**src/rtl/eth_pkg.sv**
```systemverilog
// Shared Ethernet data-path types: the 34-bit FIFO word layout and the
// transmit FSM state encoding. Used by both the receive and transmit sides.
package eth_pkg;

    localparam int unsigned DATA_W  = 32;
    localparam int unsigned WORD_W  = 34;
    localparam int unsigned SOP_BIT = 32;
    localparam int unsigned EOP_BIT = 33;

    // FIFO word as stored by the receive side: {eop, sop, data}
    typedef struct packed {
        logic              eop;
        logic              sop;
        logic [DATA_W-1:0] data;
    } eth_word_t;

    typedef enum logic [1:0] {
        IDLE  = 2'd0,
        XMIT  = 2'd1,
        FLUSH = 2'd2,
        GAP   = 2'd3
    } xmt_state_t;

endpackage

```
**src/rtl/eth_sat_cnt.sv**
```systemverilog
// Saturating event counter: counts inc pulses, sticks at all-ones.
// Ports: clk, resetN (sync, active-low), inc (count enable), cnt (value).
module eth_sat_cnt #(
    parameter int unsigned W = 16
) (
    input  logic         clk,
    input  logic         resetN,
    input  logic         inc,
    output logic [W-1:0] cnt
);

    always_ff @(posedge clk) begin
        if (!resetN) begin
            cnt <= '0;
        end else if (inc && (cnt != {W{1'b1}})) begin
            cnt <= cnt + W'(1);
        end
    end

endmodule

```
**src/rtl/eth_xmt_fsm.sv**
```systemverilog
// Transmit-side framer: drains {eop,sop,data} words from a FWFT egress FIFO
// onto the 32-bit port, enforcing an inter-packet gap, dropping stray words,
// aborting oversize or unterminated packets and counting packets/errors.
// Ports:
//   clk, resetN          clock, synchronous active-low reset
//   txEn                 allows new packets to start
//   fifoEmpty, fifoData  FIFO status and head word
//   fifoRdEn             pop strobe (combinational)
//   outValid/outData/outSop/outEop/outAbort  registered port interface
//   pktCnt, errCnt       saturating statistics
module eth_xmt_fsm
    import eth_pkg::*;
#(
    parameter int unsigned IPG       = 2,
    parameter int unsigned MAX_WORDS = 64,
    parameter int unsigned CNT_W     = 16
) (
    input  logic              clk,
    input  logic              resetN,
    input  logic              txEn,
    input  logic              fifoEmpty,
    input  logic [33:0]       fifoData,
    output logic              fifoRdEn,
    output logic              outValid,
    output logic [31:0]       outData,
    output logic              outSop,
    output logic              outEop,
    output logic              outAbort,
    output logic [CNT_W-1:0]  pktCnt,
    output logic [CNT_W-1:0]  errCnt
);

    localparam int unsigned WC_W     = $clog2(MAX_WORDS + 1);
    localparam int unsigned GAP_W    = (IPG > 1) ? $clog2(IPG) : 1;
    localparam int unsigned GAP_LAST = (IPG > 0) ? IPG - 1 : 0;
    // With no gap required, packet end returns straight to IDLE
    localparam xmt_state_t  END_ST   = (IPG == 0) ? IDLE : GAP;

    xmt_state_t        state, state_n;
    logic [GAP_W-1:0]  gap_cnt, gap_cnt_n;
    logic [WC_W-1:0]   word_cnt, word_cnt_n;
    logic              valid_n, sop_n, eop_n, abort_n;
    logic [31:0]       data_n;
    logic              pop;
    logic              pkt_inc, err_inc;

    logic              head_sop, head_eop;
    logic [31:0]       head_data;

    assign head_sop  = fifoData[SOP_BIT];
    assign head_eop  = fifoData[EOP_BIT];
    assign head_data = fifoData[DATA_W-1:0];

    // No pop may escape while the block is held in reset
    assign fifoRdEn  = pop & resetN;

    // State and output registers
    always_ff @(posedge clk) begin
        if (!resetN) begin
            state    <= IDLE;
            gap_cnt  <= '0;
            word_cnt <= '0;
            outValid <= 1'b0;
            outData  <= '0;
            outSop   <= 1'b0;
            outEop   <= 1'b0;
            outAbort <= 1'b0;
        end else begin
            state    <= state_n;
            gap_cnt  <= gap_cnt_n;
            word_cnt <= word_cnt_n;
            outValid <= valid_n;
            outData  <= data_n;
            outSop   <= sop_n;
            outEop   <= eop_n;
            outAbort <= abort_n;
        end
    end

    // Next-state, pop and next-output decode
    always_comb begin
        state_n    = state;
        gap_cnt_n  = gap_cnt;
        word_cnt_n = word_cnt;
        valid_n    = 1'b0;
        sop_n      = 1'b0;
        eop_n      = 1'b0;
        abort_n    = 1'b0;
        data_n     = outData;
        pop        = 1'b0;
        pkt_inc    = 1'b0;
        err_inc    = 1'b0;

        case (state)
            IDLE: begin
                if (!fifoEmpty) begin
                    if (!head_sop) begin
                        // Stray word outside a packet: drop even when disabled
                        pop     = 1'b1;
                        err_inc = 1'b1;
                    end else if (txEn) begin
                        pop        = 1'b1;
                        valid_n    = 1'b1;
                        sop_n      = 1'b1;
                        data_n     = head_data;
                        word_cnt_n = WC_W'(1);
                        if (head_eop) begin
                            eop_n     = 1'b1;
                            pkt_inc   = 1'b1;
                            gap_cnt_n = '0;
                            state_n   = END_ST;
                        end else begin
                            state_n   = XMIT;
                        end
                    end
                end
            end

            XMIT: begin
                if (!fifoEmpty) begin
                    if (head_sop) begin
                        // Next packet began without our eop: void this one,
                        // leave its sop word for IDLE to pick up
                        abort_n   = 1'b1;
                        err_inc   = 1'b1;
                        gap_cnt_n = '0;
                        state_n   = END_ST;
                    end else if (head_eop) begin
                        pop       = 1'b1;
                        valid_n   = 1'b1;
                        eop_n     = 1'b1;
                        data_n    = head_data;
                        pkt_inc   = 1'b1;
                        gap_cnt_n = '0;
                        state_n   = END_ST;
                    end else if (word_cnt == WC_W'(MAX_WORDS)) begin
                        abort_n   = 1'b1;
                        err_inc   = 1'b1;
                        state_n   = FLUSH;
                    end else begin
                        pop        = 1'b1;
                        valid_n    = 1'b1;
                        data_n     = head_data;
                        word_cnt_n = word_cnt + WC_W'(1);
                    end
                end
            end

            FLUSH: begin
                // Silently drain the rest of an oversize packet
                if (!fifoEmpty) begin
                    if (head_sop) begin
                        gap_cnt_n = '0;
                        state_n   = END_ST;
                    end else begin
                        pop = 1'b1;
                        if (head_eop) begin
                            gap_cnt_n = '0;
                            state_n   = END_ST;
                        end
                    end
                end
            end

            GAP: begin
                if (gap_cnt == GAP_W'(GAP_LAST)) begin
                    state_n = IDLE;
                end else begin
                    gap_cnt_n = gap_cnt + GAP_W'(1);
                end
            end

            default: state_n = IDLE;
        endcase
    end

    eth_sat_cnt #(.W(CNT_W)) u_pkt_cnt (
        .clk    (clk),
        .resetN (resetN),
        .inc    (pkt_inc),
        .cnt    (pktCnt)
    );

    eth_sat_cnt #(.W(CNT_W)) u_err_cnt (
        .clk    (clk),
        .resetN (resetN),
        .inc    (err_inc),
        .cnt    (errCnt)
    );

endmodule

```
**config.mk**
```make
export PLATFORM = sky130hd
export DESIGN_NAME = eth_xmt_fsm
export DESIGN_NICKNAME = d
export VERILOG_FILES = /design/src/rtl/eth_pkg.sv /design/src/rtl/eth_sat_cnt.sv /design/src/rtl/eth_xmt_fsm.sv
export SDC_FILE = /design/constraint.sdc
export NUM_CORES = 1
export LEC_CHECK = 0
export BUFFER_PORTS_ARGS = -buffer_cell sky130_fd_sc_hd__buf_2
export CAP_MARGIN = 20
export CORE_ASPECT_RATIO = 0.9
export CORE_UTILIZATION = 47
export CTS_CLUSTER_DIAMETER = 60
export CTS_CLUSTER_SIZE = 16
export DETAILED_ROUTE_END_ITERATION = 8
export PLACE_DENSITY = 0.78
export SYNTH_ARGS = -nofsm -noshare
export SYNTH_HDL_FRONTEND = slang
export SYNTH_HIERARCHICAL = 1
export SYNTH_SLANG_ARGS = --single-unit
```
**constraint.sdc**
```tcl
create_clock -name clk -period 2.5 [get_ports clk]
set_input_delay 0.125 -clock clk [delete_from_list [all_inputs] [get_ports clk]]
set_output_delay 0.125 -clock clk [all_outputs]
set_load 0.01 [all_outputs]
```
==> results of run 1 <==
==> synth_stat cells (all sizes together), types with 3 or more instances <==
| cell type | n |
|---|---|
| a21boi | 5 |
| and2 | 3 |
| or3 | 8 |
| inv | 16 |
| o31ai | 12 |
| nor2 | 14 |
| mux2i | 39 |
| nor4 | 9 |
| nand4 | 10 |
| buf | 8 |
| nor3 | 5 |
| or4b | 3 |
| nor3b | 3 |
| clkbuf | 13 |
| dfxtp | 78 |
| nand2 | 93 |
| nand2b | 10 |
| o21ai | 16 |
| or4 | 10 |
| and4 | 6 |
| a21oi | 26 |
| nand3 | 14 |
| ha | 8 |
| o41ai | 3 |
==> critical path, delay by kind of cell (launching register included) <==
family	cells	cell delay (ns)
DFF	1	0.35
AOI/OAI and AO/OA	3	0.51
and+or+nand+nor	3	1.21
buffers and inverters	2	0.23
==> metrics by stage <==
stage	util (%)	total power, mW	std cells	cell area [um^2]
5_1_grt	62.21	3.291	680	4995
4_1_cts	61.99	3.149	680	4977
6_report	62.21	3.146	680	4995
3_3_place_gp	56.51	2.027	642	4537
2_1_floorplan	-	1.838	447	3900
3_5_place_dp	56.51	2.048	642	4537
==> layer usage <==
| layer | GRT usage, % | vias up | wire length (um) |
|---|---|---|---|
| met2 | 39.56 | 124 | 4665 |
| li1 | - | 1886 | - |
| met3 | 7.030 | 8 | 676 |
| met4 | 8.953 | 0 | 125 |
| met1 | 27.53 | 1730 | 4406 |
| met5 | 0 | - | 0 |
==> how the worst max path moves through the flow <==
stage	from	end	slack [ns]	cells after the start
final	word_cnt[5]$_SDFFE_PN0P_	u_err_cnt/cnt[3]$_SDFFE_PN0P_	0.13	8
after global routing	word_cnt[2]$_SDFFE_PN0P_	u_err_cnt/cnt[3]$_SDFFE_PN0P_	0.007	8
after CTS	word_cnt[5]$_SDFFE_PN0P_	u_err_cnt/cnt[9]$_SDFFE_PN0P_	0.03	7
after detailed placement	word_cnt[5]$_SDFFE_PN0P_	u_err_cnt/cnt[13]$_SDFFE_PN0P_	0.04	7
after global placement	word_cnt[5]$_SDFFE_PN0P_	u_err_cnt/cnt[7]$_SDFFE_PN0P_	0.13	7
after floorplan	word_cnt[4]$_SDFFE_PN0P_	u_err_cnt/cnt[7]$_SDFFE_PN0P_	0.05	7
==> cells by family (layout without fill, tap and decap cells) <==
logic type,after synthesis,after routing,share of synthesized area (%)
adder cells (fa/ha/maj),8,8,2.567
AND/OR/NAND/NOR,195,195,26.95
buffers and inverters,37,171,4.427
XOR/XNOR,4,4,0.8985
multiplexers,40,40,10.30
AO/OA/AOI/OAI,85,85,14.82
flip-flops,78,78,40.04
==> registers in the layout (all words and copies together), names as in the netlist, 2 cells and up <==
register / flops
state: 2
outData: 32
u_err_cnt/cnt: 16
word_cnt: 7
u_pkt_cnt/cnt: 16
==> layout make-up <==
type / instances / share of cell area [%]
multi-input combinational: 332 / 43.71
sequential: 78 / 31.26
timing repair buffer: 139 / 16.93
clock buffer: 10 / 2.555
tap: 99 / 2.480
clock inverter: 6 / 1.854
inverter: 16 / 1.202
==> where the power goes <==
| part | leakage (nW) | internal, mW | switching [mW] |
|---|---|---|---|
| clock network | 0.104 | 0.570 | 0.504 |
| registers | 0.631 | 1.33 | 0.0648 |
| logic | 1.33 | 0.304 | 0.371 |
| total | 2.06 | 2.21 | 0.940 |
==> repair_timing <==
item	CTS	global route
resized for setup	0	6
hold endpoints to repair	22	0
buffers inserted	0	0
hold buffers	22	0
endpoints found under the setup margin	0	23
==> flow_summary.toml, run 1 <==
[timing]
skew_ns = 0.01315
max_slew.worst_pin.slew_ns = 0.7320
hold_ws_ns = 0.01339
setup_viol = 0
fmax_ghz = 0.4212
period_share_pct = 94.97
slew_viol_final = 0
fin_setup_tns_ns = 0
rsz0062_at_grt = "false"
period_minus_slack_ns = 2.374
finalWorstSetupSlack_ns = 0.1257
hold_viol = 0
slew_headroom_pct = 50.80

[cells_and_area]
layout_commonest_cell = "buf_2"
mostFrequentLayoutCells = "buf_2, nand2_1, dfxtp_1"
drive_gt1_share_pct = 25.82
syn2layout_area_growth_pct = 28.07
regArea_mm2 = 0.001562
nets = 622
n_antenna_cell = 0
final.fill_count = 670
multiInputGateArea_mm2 = 0.002183

[detailed_routing]
vias = 3748
wl_per_cell_um = 14.52
drc = 5
viasPerCell = 5.512
wirelength_um = 9873
drtPass1Iterations = 7
first_iter_violations = 244
ant_nets = 0

[hold_path]
hold_path.class = "input port to register"
min_from = "fifoData[7]"
min_path_cells = 3
min_to = "outData[7]$_SDFFE_PN0P_"

[yosys]
synth_ff_type = "dfxtp_1"
synth_nets = 493
ys_top_cells_by_area = "dfxtp_1, mux2i_1, nand2_1, a21oi_1, ha_1"
synth_top_area_cell = "dfxtp_1"
netlist_area_mm2 = 0.003900
post_synth_num_cell_types = 59
ys_seq_elements = 78
syn_inst = 447
synth_top_area_share_pct = 40.04
synthArstFlopShare_pct = 0
synth-edff-count = 0
synth.avg_cell_area_um2 = 8.725
yosys_warnings = 6
seq_area_frac_synth_pct = 40.04

[floorplanning]
die_w_um = 98.02
rows = 31
dieHeight_um = 88.42
initial_utilization_pct = 48.57
ioPinCount = 107
die-area_mm2 = 0.008666
core_mm2 = 0.008029

[setup_path]
reg2regPathDepth = 8
r2r_slack_ns = 0.13
critical_path_class = "register to register"
setup.worst_path.end_class = "register"
cp.arrival_ns = 2.66
worstPathCellList = "or4b_4, nor3_4, o21ai_1, a21oi_2, buf_4, inv_1, or4_1, a21oi_1"
path_max_fanout = 5
start_kind = "register"
cp_slowest_stage_delay_ns = 0.57
slowest_stage = "or4b_4"
reg2reg_to = "u_err_cnt/cnt[3]$_SDFFE_PN0P_"
worstPathRequired_ns = 2.79
timing.rr.start = "word_cnt[5]$_SDFFE_PN0P_"

[placement]
place_ws_ns = 0.03533
io_buffer_count = 106
place.gp.congestion = 0.8371
dp.final_hpwl_um = 6494

[cts]
cts_buffers = 9
clock-sinks = 78
clkLatencyLatePin_ns = 0.36
cts_tree = "built"
cts_root_buffer = "clkbuf_8"
htree_levels = 3
clock_path_buffers = 2
clk_pin_slew_ns = 0.09

[global_route]
grt_max_degree = 53
grt_pass1_vias = 3514
grt_pass1_wl_um = 16010
grt-ovfl-total = 0
track_usage_pct = 23.09
antenna_found_initial = 0

[status]
violations = "design-rule violations"
status = "finished with violations"

[power]
p_per_area_mw_per_mm2 = 629.8
ir_worst_vdd_mv = 0.3860
leakage_nw = 2.060

[flow_run]
maxCapViolations = 0
Note: power is estimated with default switching activity, not from simulation.
==> run 2: changes to the inputs <==
--- a/config.mk
+++ b/config.mk
@@ -5,14 +5,14 @@
 export SDC_FILE = /design/constraint.sdc
 export NUM_CORES = 1
 export LEC_CHECK = 0
-export BUFFER_PORTS_ARGS = -buffer_cell sky130_fd_sc_hd__buf_2
 export CAP_MARGIN = 20
 export CORE_ASPECT_RATIO = 0.9
-export CORE_UTILIZATION = 47
+export CORE_UTILIZATION = 57
 export CTS_CLUSTER_DIAMETER = 60
 export CTS_CLUSTER_SIZE = 16
 export DETAILED_ROUTE_END_ITERATION = 8
-export PLACE_DENSITY = 0.78
+export DONT_BUFFER_PORTS = 1
+export PLACE_DENSITY = 0.77
 export SYNTH_ARGS = -nofsm -noshare
 export SYNTH_HDL_FRONTEND = slang
 export SYNTH_HIERARCHICAL = 1
==> run 2 against run 1 <==
  * The flow finishes with violations (negative hold slack)
  * Wire length decreased by 7.5%
  * Hold slack got worse by 0.024 ns
  * Count of clock-buffer cells in the layout unchanged
  * Critical path type unchanged
  * Critical endpoint is now u_err_cnt/cnt[6]$_SDFFE_PN0P_
  * Die area decreased by 17%
  * Flip-flop and latch count unchanged
  * Clock power about the same
  * Fmax decreased by 0.27%
  * First-iteration DRC count decreased by 20%
  * Largest power group unchanged
==> flow_summary.toml, run 2 (synthesis results as in run 1) <==
[setup_path]
critical_path_class = "register to register"
reg2regPathDepth = 9
start_kind = "register"
path_max_fanout = 7
setup.worst_path.end_class = "register"
r2r_slack_ns = 0.12
worstPathRequired_ns = 2.78
timing.rr.start = "word_cnt[5]$_SDFFE_PN0P_"
cp.arrival_ns = 2.66
reg2reg_to = "u_err_cnt/cnt[6]$_SDFFE_PN0P_"

[placement]
place.gp.congestion = 0.8243
dp.final_hpwl_um = 5661
place_ws_ns = 0.1077
place_area_mm2 = 0.003988
io_buffer_count = 0

[global_route]
grt-ovfl-total = 0
grt_max_degree = 81
track_usage_pct = 26.29
grt_pass1_wl_um = 14680
antenna_found_initial = 0
grt_pass1_vias = 3176

[status]
status = "finished with violations"
violations = "negative hold slack"

[timing]
fin_setup_tns_ns = 0
period_minus_slack_ns = 2.381
fmax_ghz = 0.4200
skew_ns = 0.01402
hold_ws_ns = -0.01018
period_share_pct = 95.23
hold_viol = 1
max_slew.worst_pin.slew_ns = 0.5827
slew_viol_final = 0
slew_headroom_pct = 60.65
finalWorstSetupSlack_ns = 0.1192
setup_viol = 0

[power]
p_total_mw = 3.057
ir_worst_vdd_mv = 0.3406
p_per_area_mw_per_mm2 = 652.7
leakage_nw = 1.617

[cells_and_area]
stdcell_area_mm2 = 0.004683
final.fill_count = 521
mostFrequentLayoutCells = "nand2_1, dfxtp_1, dlygate4sd3_1"
regArea_mm2 = 0.001563
layout_commonest_cell = "nand2_1"
n_antenna_cell = 0
largest_register_ffs = 32
syn2layout_area_growth_pct = 20.08
reg_top3 = "outData x32, u_err_cnt/cnt x16, u_pkt_cnt/cnt x16"
multiInputGateArea_mm2 = 0.002195
nets = 535
largest-register = "outData"
drive_gt1_share_pct = 9.919

[detailed_routing]
ant_nets = 0
drc = 0
wirelength_um = 9134
wl_per_cell_um = 15.64
first_iter_violations = 195
drtPass1Iterations = 5
vias = 3490
viasPerCell = 5.976

[hold_path]
min_to = "outAbort$_SDFF_PN0_"
min_path_cells = 2
hold_path.class = "input port to register"
min_from = "fifoData[32]"

[cts]
cts_buffers = 9
clock-sinks = 78
htree_levels = 3
clock_path_buffers = 2
clkLatencyLatePin_ns = 0.35
clk_pin_slew_ns = 0.08
cts_tree = "built"
cts_root_buffer = "clkbuf_8"

[floorplanning]
rows = 28
die-area_mm2 = 0.007177
ioPinCount = 107
die_w_um = 89.19
dieHeight_um = 80.47
initial_utilization_pct = 59.21
core_mm2 = 0.006586

[flow_run]
maxCapViolations = 0
run 2: critical path, cell delays in order (launching register included):
cell and delay, ns:
dfxtp_2 0.35, or4b_4 0.57, nor3_4 0.14, o21ai_1 0.10, a21oi_1 0.16, buf_4 0.16
and4_4 0.26, o41ai_2 0.10, or3_1 0.34, a21oi_2 0.15
run 2: cell type report:
cell class | count | share of cell area, %
well taps | 90 | 2.404
inverters | 16 | 1.282
repair buffers | 52 | 11.17
flip-flops and latches | 78 | 33.37
clock buffers | 10 | 2.939
clock inverters | 6 | 1.977
multi-input cells | 332 | 46.86
run 2: where the power goes:
part	internal (mW)	switching [mW]
registers	1.33	0.118
logic	0.248	0.284
clock network	0.595	0.480
total	2.17	0.882
run 2: how the worst max path moves through the flow:
| stage | slack, ns | end | from | cells after the start |
|---|---|---|---|---|
| 6_report | 0.12 | u_err_cnt/cnt[6]$_SDFFE_PN0P_ | word_cnt[5]$_SDFFE_PN0P_ | 9 |
| 5_1_grt | -0.004 | u_err_cnt/cnt[6]$_SDFFE_PN0P_ | word_cnt[5]$_SDFFE_PN0P_ | 9 |
| 2_1_floorplan | 0.05 | u_err_cnt/cnt[7]$_SDFFE_PN0P_ | word_cnt[4]$_SDFFE_PN0P_ | 7 |
| 3_5_place_dp | 0.11 | u_err_cnt/cnt[7]$_SDFFE_PN0P_ | word_cnt[5]$_SDFFE_PN0P_ | 8 |
| 4_1_cts | 0.05 | u_err_cnt/cnt[6]$_SDFFE_PN0P_ | word_cnt[5]$_SDFFE_PN0P_ | 9 |
| 3_3_place_gp | 0.16 | u_err_cnt/cnt[7]$_SDFFE_PN0P_ | word_cnt[5]$_SDFFE_PN0P_ | 8 |
run 2: metal layers:
layer / part of all wire, % / wire length, um / global-route usage [%]
met5: 0 / 0 / 0
met3: 5.6 / 509 / 8.119
met4: 1.7 / 151 / 7.143
met1: 43 / 3915 / 32.29
met2: 50 / 4558 / 44.20
run 2: through the flow:
stage                     cells  util [%]
final                       584     71.11
after global routing        584     71.11
after CTS                   583     70.54
after detailed placement    526     60.54
after global placement      526     60.54
after floorplan             447         -
run 2: timing repair:
action / CTS / global route
endpoints found under the setup margin: 0 / 13
hold endpoints to repair: 52 / 0
hold buffers: 41 / 0
setup buffers: 0 / 1
resized for setup: 0 / 10
==> run 3: changes to the inputs <==
--- a/config.mk
+++ b/config.mk
@@ -5,14 +5,15 @@
 export SDC_FILE = /design/constraint.sdc
 export NUM_CORES = 1
 export LEC_CHECK = 0
+export ABC_AREA = 1
 export CAP_MARGIN = 20
 export CORE_ASPECT_RATIO = 0.9
-export CORE_UTILIZATION = 57
+export CORE_UTILIZATION = 25
 export CTS_CLUSTER_DIAMETER = 60
 export CTS_CLUSTER_SIZE = 16
 export DETAILED_ROUTE_END_ITERATION = 8
 export DONT_BUFFER_PORTS = 1
-export PLACE_DENSITY = 0.77
+export PLACE_DENSITY = 0.42
 export SYNTH_ARGS = -nofsm -noshare
 export SYNTH_HDL_FRONTEND = slang
 export SYNTH_HIERARCHICAL = 1
==> run 3 against run 2 <==
  * The run now ends clean
  * Hold slack better by 0.025 ns
  * Sequential share of layout area down 2.6 points
  * Count of clock-buffer cells in the layout up 3
  * Clock power up 16%
  * Power up 37%
  * Cell count up 58%
  * Die area rose to 2.5 times the previous value
  * Critical path type unchanged
==> flow_summary.toml, run 3 <==
[status]
status = "completed"

[power]
swShare_pct = 36.62
pwr-share-seq_pct = 40.7
power.internal_mw = 2.656
leakage_nw = 2.216
p_comb_share_pct = 29.4
clockPowerShare_pct = 29.9
switching_power_mw = 1.535
p_per_area_mw_per_mm2 = 825.3
ir_worst_vdd_mv = 0.3914
p_total_mw = 4.191

[detailed_routing]
highest_layer = "met4"
wl_met3_um = 950
wl_met1_um = 5241
viasPerCell = 4.429
vias = 4079
wirelength_um = 11140
drc = 0
drtPass1Iterations = 4
ant_nets = 0
first_iter_violations = 179
wl_per_cell_um = 12.09
route.met2.wl_um = 4820

[setup_path]
critical_path_class = "register to register"
cp.arrival_ns = 2.37
cp.buffers_inverters = 2
worstPathCellList = "inv_1, ha_1, nand4_1, a21oi_1, buf_4, nand3_1, or2_0, nor2_1, nand3_1, nand2_1, nor2_1"
setup.worst_path.end_class = "register"
path_max_fanout = 9
worstPathRequired_ns = 2.73
cp_top_family = "simple AND/OR/NAND/NOR gates"
start_kind = "register"
slowest_stage = "dfxtp_1"
cp_slowest_stage_delay_ns = 0.35

[cells_and_area]
mostFrequentLayoutCells = "nand2_1, nor2_1, dfxtp_1"
largest-register = "outData"
syn2layout_area_growth_pct = 14.76
largest_register_ffs = 32
fin_util_pct = 29.67
drive_gt1_share_pct = 10.06
finalNonFillerCells = 921
nets = 727
layout_commonest_cell = "nand2_1"
n_antenna_cell = 0
reg_top3 = "outData x32, u_err_cnt/cnt x16, u_pkt_cnt/cnt x16"

[yosys]
seq_area_frac_synth_pct = 35.28
synth_fa_ha_area_share_pct = 2.262
yosys_warnings = 6
post_synth_num_cell_types = 32
synth.avg_cell_area_um2 = 6.615
synthArstFlopShare_pct = 0
synth_top_family_by_area = "simple AND/OR/NAND/NOR gates"
synth-edff-count = 0
synth_ff_type = "dfxtp_1"
ys_top_cells_by_area = "dfxtp_1, nand2_1, nor2_1, nand3_1, inv_1"
synth-xor-area-share_pct = 0
synth_top_area_share_pct = 35.28
syn_inst = 669
netlist_area_mm2 = 0.004425
synth_mux_area_share_pct = 0
yosysMostFrequentCell = "nand2_1"
synth_nets = 715
synth_top_area_cell = "dfxtp_1"
synth_commonest_cells = "nand2_1, nor2_1, dfxtp_1"
synth-compound-area-share_pct = 7.718
synthSimpleGateAreaFrac_pct = 43.82
ys_seq_elements = 78

[floorplanning]
die-area_mm2 = 0.01824
die_w_um = 142.2
dieHeight_um = 128.2
initial_utilization_pct = 25.86
rows = 45
ioPinCount = 107
core_mm2 = 0.01712

[cts]
cts_buffers = 9
clock-sinks = 78
clkLatencyLatePin_ns = 0.34
cts_tree = "built"
clock_path_buffers = 2
htree_levels = 3
post_cts_buffers = 0
clk_pin_slew_ns = 0.06
cts_root_buffer = "clkbuf_16"

[placement]
io_buffer_count = 0
dp.final_hpwl_um = 7768
place_inst = 885
place.gp.congestion = 0.7956

[timing]
fin_setup_tns_ns = 0
max_slew.worst_pin.slew_ns = 0.4229
period_minus_slack_ns = 2.136
fmax_ghz = 0.4682
rsz0062_at_grt = "false"
slew_viol_final = 0
period_share_pct = 85.44
slew_headroom_pct = 71.90
skew_ns = 0.01004
hold_viol = 0
setup_viol = 0

[global_route]
antenna_found_initial = 0
grt-ovfl-total = 0
track_usage_pct = 12.88
grt_pass1_vias = 3868
grt_max_degree = 71
grt_pass1_wl_um = 18580

[flow_run]
maxCapViolations = 0

[hold_path]
hold_path.class = "input port to register"
-- run 3: cell count changes after synthesis, sizes merged, moves of 8 or more --
cell    previous run  this run
nand3             14        66
nor4               9         0
buf                8        16
o21ai             16         3
nor2              14       159
or4               10         0
nand2b            10         0
or3                8         0
o31ai             12         0
mux2i             39         0
inv               16        76
a21oi             26        57
nand2             93       175
-- run 3: routing by layer --
layer  vias to the layer above  track usage, %
met3                        10           5.529
met4                         0           4.175
li1                       2125               -
met1                      1829           16.21
met5                         -               0
met2                       115           19.67
-- run 3: path summary, 6_finish.rpt --
kind              slack (ns)                             end  cells past startpoint                startpoint
setup reg to reg        0.36  u_pkt_cnt/cnt[13]$_SDFFE_PN0P_                     11     state[0]$_SDFFE_PN0P_
hold / removal          0.01        outData[12]$_SDFFE_PN0P_                      4              fifoData[12]
setup / recovery        0.36  u_pkt_cnt/cnt[13]$_SDFFE_PN0P_                     11     state[0]$_SDFFE_PN0P_
hold reg to reg         0.51        word_cnt[1]$_SDFFE_PN0P_                      2  word_cnt[1]$_SDFFE_PN0P_
-- run 3: power by group through the flow --
stage,combinational [mW],clock (mW),sequential [mW]
3_3_place_gp,1.17,0,1.73
5_1_grt,1.42,1.36,1.73
4_1_cts,1.24,1.32,1.71
6_report,1.23,1.25,1.71
2_1_floorplan,1.08,0,1.67
3_5_place_dp,1.19,0,1.73
-- run 3: timing repair --
action                                  in CTS  in global routing
hold buffers                                20                  0
gates resized for setup                      0                  2
endpoints found under the hold margin       72                  0
endpoints found under the setup margin       0                  3
-- run 3: kinds of logic (layout without fill, tap and decap cells) --
group / after synthesis / after routing
flops: 78 / 78
fa+ha+maj: 8 / 8
buf+inv: 99 / 116
simple gates: 420 / 420
compound gates: 64 / 64
-- run 3: final cells by class --
type                       instances  area (um^2)
tap                              235        294.0
timing repair buffer              24        272.8
fill                            1912        12040
sequential                        78         1562
multi-input combinational        492         2386
clock buffer                      13        260.3
clock inverter                     3        18.77
inverter                          76        285.3
-- run 3: worst reg2reg max path: stages (launching register included) --
cell and delay, ns:
dfxtp_1 0.35, inv_1 0.12, ha_1 0.33, nand4_1 0.19, a21oi_1 0.20, buf_4 0.20
nand3_1 0.10, or2_0 0.21, nor2_1 0.15, nand3_1 0.09, nand2_1 0.06, nor2_1 0.04
-- run 3: per-stage QoR --
step	setup slack, ns	area [um^2]	hold WS (ns)
after floorplan	0.5075	4425	0.3147
after global placement	0.3461	4577	0.2538
after detailed placement	0.2699	4577	0.2565
after CTS	0.2537	5074	0.0003337
after global routing	0.02587	5079	0.02105
final	0.3640	5079	0.01443
